[src/rtl/arm_pkg.sv]
// Shared fetch-stage types and constants for the ARM core.
package arm_pkg;

    typedef enum logic {
        S_FETCH = 1'b0,
        S_EXEC  = 1'b1
    } fetch_state_t;

    localparam logic [31:0] PC_STEP    = 32'd4;
    localparam logic [31:0] R15_OFFSET = 32'd8;

endpackage

[src/rtl/pc_register.sv]
// Loadable register with async active-low reset; holds its value unless en is high.
// Latency: one clock from en/d to q; no handshake.
module pc_register #(
    parameter int          W         = 32,
    parameter logic [W-1:0] RESET_VAL = '0
) (
    input  logic         clk,
    input  logic         rst,
    input  logic         en,
    input  logic [W-1:0] d,
    output logic [W-1:0] q
);

    always_ff @(posedge clk or negedge rst) begin
        if (!rst) begin
            q <= RESET_VAL;
        end else if (en) begin
            q <= d;
        end
    end

endmodule

[src/rtl/instr_fetch_unit.sv]
// Multi-cycle fetch stage: requests a word at pc, holds it in Instr until the datapath acks, then advances pc.
// Latency: 1 fetch cycle plus memory wait states, then Instr held until instr_ack; stalls on imem_ready low.
module instr_fetch_unit
    import arm_pkg::*;
#(
    parameter logic [31:0] PC_RESET = 32'h0000_0000,
    parameter int          CNT_W    = 16
) (
    input  logic             clk,
    input  logic             rst,
    output logic             imem_req,
    output logic [31:0]      imem_addr,
    input  logic             imem_ready,
    input  logic [31:0]      imem_rdata,
    output logic             instr_valid,
    output logic [31:0]      Instr,
    output logic [31:0]      pc,
    output logic [31:0]      pc_plus8,
    input  logic             instr_ack,
    input  logic             PCSrc,
    input  logic [31:0]      pc_result,
    output logic             misalign,
    output logic [CNT_W-1:0] instr_count
);

    fetch_state_t state;
    fetch_state_t state_nxt;
    logic         started;
    logic         fetch_take;
    logic         exec_done;
    logic [31:0]  pc_next;

    // Held low through the first edge after reset release so no request
    // appears in the reset cycle.
    always_ff @(posedge clk or negedge rst) begin
        if (!rst) begin
            started <= 1'b0;
        end else begin
            started <= 1'b1;
        end
    end

    always_ff @(posedge clk or negedge rst) begin
        if (!rst) begin
            state <= S_FETCH;
        end else begin
            state <= state_nxt;
        end
    end

    always_comb begin
        state_nxt   = state;
        imem_req    = 1'b0;
        instr_valid = 1'b0;
        fetch_take  = 1'b0;
        exec_done   = 1'b0;
        case (state)
            S_FETCH: begin
                imem_req   = started;
                fetch_take = started && imem_ready;
                if (fetch_take) begin
                    state_nxt = S_EXEC;
                end
            end
            S_EXEC: begin
                instr_valid = 1'b1;
                exec_done   = instr_ack;
                if (exec_done) begin
                    state_nxt = S_FETCH;
                end
            end
            default: state_nxt = S_FETCH;
        endcase
    end

    assign pc_next = PCSrc ? {pc_result[31:2], 2'b00} : pc + PC_STEP;

    pc_register #(
        .W         (32),
        .RESET_VAL (PC_RESET)
    ) u_pc (
        .clk (clk),
        .rst (rst),
        .en  (exec_done),
        .d   (pc_next),
        .q   (pc)
    );

    always_ff @(posedge clk or negedge rst) begin
        if (!rst) begin
            Instr       <= '0;
            misalign    <= 1'b0;
            instr_count <= '0;
        end else begin
            if (fetch_take) begin
                Instr <= imem_rdata;
            end
            if (exec_done) begin
                instr_count <= instr_count + CNT_W'(1);
                if (PCSrc && (pc_result[1:0] != 2'b00)) begin
                    misalign <= 1'b1;
                end
            end
        end
    end

    assign imem_addr = pc;
    assign pc_plus8  = pc + R15_OFFSET;

endmodule
[config.mk]
export PLATFORM = sky130hd
export DESIGN_NAME = instr_fetch_unit
export DESIGN_NICKNAME = d
export VERILOG_FILES = /design/src/rtl/arm_pkg.sv /design/src/rtl/pc_register.sv /design/src/rtl/instr_fetch_unit.sv
export SDC_FILE = /design/constraint.sdc
export NUM_CORES = 1
export LEC_CHECK = 0
export CORE_ASPECT_RATIO = 0.7
export CORE_UTILIZATION = 40
export CTS_CLUSTER_DIAMETER = 200
export CTS_CLUSTER_SIZE = 40
export DETAILED_ROUTE_END_ITERATION = 8
export PLACE_DENSITY = 0.83
export RECOVER_POWER = 25
export REMOVE_ABC_BUFFERS = 1
export SLEW_MARGIN = 20
export SYNTH_ARGS = -nofsm -noshare
export SYNTH_HDL_FRONTEND = slang
export SYNTH_HIERARCHICAL = 1
export SYNTH_SLANG_ARGS = --single-unit
[constraint.sdc]
create_clock -name clk -period 3 [get_ports clk]
set_input_delay 0.6 -clock clk [delete_from_list [all_inputs] [get_ports clk]]
set_output_delay 0.6 -clock clk [all_outputs]
set_load 0.05 [all_outputs]
==> impl_results.md <==
* Worst setup EP type: primary output
* Slowest stage delay, CP at 0.84 ns
* Starting density of the core at 42.0%
* H-tree Lvls at 3
* Post-DP HPWL at 10500 µm
* CP Class: register to primary output
* 1st-pass router iterations at 4
* Overflow after GRT at 0
* Core area at 12000 µm²
* Largest net degree at the start of global routing at 84
* CP Cell Sequence: nand2_2, nor2_1, xor2_1, clkdlybuf4s50_1
* Final clock skew at 0.00742 ns
* CTS sink cnt at 83
* Maximum VDD drop at 0.705 mV
* Syn_area_per_cell at 10.4 µm²
* Worst-Skew Late Latency at 0.33 ns
* Total Routing Usage GR at 21.5%
* Share of layout cells above drive strength 1 at 21.2%
* Netlist cell types at 48
* ANT cells at 0
* Post-synth top area share at 41.1%
* PortBufs at 215
* RePlAce Congestion at 0.849
* Mapped Cells at 486
* Die X at 136 µm
* Vias per inst at 5.19
* Failing checks: capacitance limit, slew limit
* Synth async-reset ratio at 100%
* Number of remaining DRC errors at 0
* Total wire length at 14400 µm
* Cell with the most instances after synthesis: dfrtp_1
* Detailed Route Iter0 Violations at 264
* First-pass GRT wire length at 21600 µm
* Sequential share of the synthesized area at 41.1%
* CTS max path bufs at 2
* Post-synth EDFFs at 0
* Syn. warnings at 6
* Outcome: finished, violations left
* Initial antenna violation count at 0
* Post-synth top cells: 83 x dfrtp_1, 43 x nand2_1, 36 x mux2_2, 35 x buf_4, 34 x xnor2_1
* Vias in the first global route at 4066
* Die height at 96.0 µm
* TritonCTS clock tree: done
* CP top delay family: buffers and inverters
* Area grow syn2layout at 51.4%
* CTS buffer count at 9
* Final Cycle Share at 96.3%
* Synthesized cell area at 5050 µm²
* Lkg Pwr at 3.11 nW
* Die ar. at 13100 µm²
* Most common flop cell mapped by yosys: dfrtp_1
* Slowest cell on crit path: clkdlybuf4s50_1
* # setup viols final at 0
* Largest cells by area after synthesis: dfrtp_1 41%, mux2_4 8.9%, mux2_2 8.0%, xnor2_1 5.9%, buf_4 5.2%
* Post-placement cell area at 7250 µm²
* Minimum clock period at 2.89 ns
* Flops & latches, synth at 83
* Worst path arrival time at 2.29 ns
* Design area at 7650 µm²
* CP max FO at 9
* Antenna-violating nets left at 0
* Startpoint Class: register
* Clock Pin Slew Worst Setup and Hold Paths at 0.06 ns
* Fmax achieved at 346 MHz
* Clock Tree Root: clkbuf_16
* Io pins at 216
* Max cap viols at 1
* Final hold violations at 0
* Data required, critical path at 2.40 ns
* Worst Path Buf+Inv at 1
* Fin Setup TNS at 0 ns
* Fill cells at 940
* Hold slack at 0.476 ns
* Worst slew pin tran at 2.08 ns
* Area leader, netlist: dfrtp_1
* Cell Pwr Density at 1110 nW/µm²
* Hold Path Class: register to register
* DR WL/cell at 17.5 µm
* Slew Viols, Final at 84
* # rows at 33
* Routed via count at 4290
* Final net count at 736
* Slew HR at -38.9%
## placed cells by master (no fill, tap or decap), types with 6 or more instances in the layout
| cell | n |
|---|---|
| a31oi_1 | 9 |
| buf_12 | 21 |
| buf_4 | 18 |
| clkbuf_16 | 9 |
| clkdlybuf4s50_1 | 189 |
| dfrtp_1 | 80 |
| inv_1 | 7 |
| mux2_2 | 36 |
| mux2_4 | 30 |
| nand2_1 | 43 |
| nand3_1 | 17 |
| nand4_1 | 26 |
| nor2_1 | 24 |
| nor3_1 | 9 |
| nor4_1 | 6 |
| o21ai_0 | 18 |
| xnor2_1 | 32 |
| xor2_1 | 21 |
## flip-flops by register name, indices dropped and copies added (netlist names)
register	flops
misalign	1
u_pc/q	32
started	1
state	1
Instr	32
instr_count	16
## cells by family (layout without fill, tap and decap cells)
logic type | Yosys count | count (layout) | share of synthesized area, %
AND/OR/NAND/NOR | 162 | 162 | 16.6
multiplexers | 67 | 67 | 17.1
XOR/XNOR | 55 | 55 | 9.54
other | 1 | 1 | 0.0742
adder cells (fa/ha/maj) | 3 | 3 | 0.743
flip-flops | 83 | 83 | 41.1
buffers and inverters | 73 | 256 | 9.36
AO/OA/AOI/OAI | 42 | 42 | 5.38
## metal layers
layer	GRT usage [%]	routed length [µm]
met1	28.1	6310
met2	36.0	6880
met3	4.95	1060
met4	5.65	174
met5	0	0
## worst reg2reg max path, cell delays in order (launching register included)
cell	delay, ns
dfrtp_1	0.49
ha_1	0.23
nand3_1	0.22
or4_1	0.59
o311a_1	0.34
a211o_1	0.26
mux2_4	0.25
## final timing paths
| kind | from | to | slack [ns] | cells after the start |
|---|---|---|---|---|
| max in group asynchronous | rst | u_pc/q[3]$_DFFE_PN0P_ | 0.80 | 1 |
| hold / removal | instr_count[15]$_DFFE_PN0P_ | instr_count[15]$_DFFE_PN0P_ | 0.48 | 1 |
| hold reg to reg | instr_count[15]$_DFFE_PN0P_ | instr_count[15]$_DFFE_PN0P_ | 0.48 | 1 |
| min in group asynchronous | rst | u_pc/q[29]$_DFFE_PN0P_ | 0.83 | 1 |
| setup reg to reg | u_pc/q[2]$_DFFE_PN0P_ | u_pc/q[22]$_DFFE_PN0P_ | 0.50 | 6 |
| setup / recovery | u_pc/q[6]$_DFFE_PN0P_ | pc_plus8[8] | 0.11 | 4 |
## per-stage QoR
stage | setup WS, ns | power, W | cells | utilization, %
5_1_grt | -0.0159 | 0.00878 | 826 | 63.7
3_3_place_gp | 0.451 | 0.00723 | 806 | 60.4
4_1_cts | 0.00908 | 0.00846 | 822 | 63.1
2_1_floorplan | -0.771 | 0.00517 | 421 | -
3_5_place_dp | 0.359 | 0.00730 | 806 | 60.4
6_report | 0.110 | 0.00846 | 826 | 63.7
## cell type report
class | instances | area [µm²] | area share, %
Inverter | 8 | 30.0 | 0.393
Clock inverter | 6 | 72.6 | 0.949
Sequential cell | 83 | 2080 | 27.2
Clock buffer | 10 | 239 | 3.12
Tap cell | 157 | 196 | 2.57
Multi-Input combinational cell | 330 | 2550 | 33.3
Timing Repair Buffer | 232 | 2480 | 32.5
## where the power goes
part	internal (W)	total [W]	leakage, nW	switching (W)
sequential	0.00142	0.00198	1.01	0.000556
combinational	0.00204	0.00534	1.95	0.00331
clock	0.000675	0.00113	0.149	0.000459
## timing repair
action	CTS	global route
resized for setup	2	11
hold buffers	0	0
pin swaps	0	2
setup endpoints to repair	2	16
setup buffers	0	4
(Power assumes the default switching activity.)
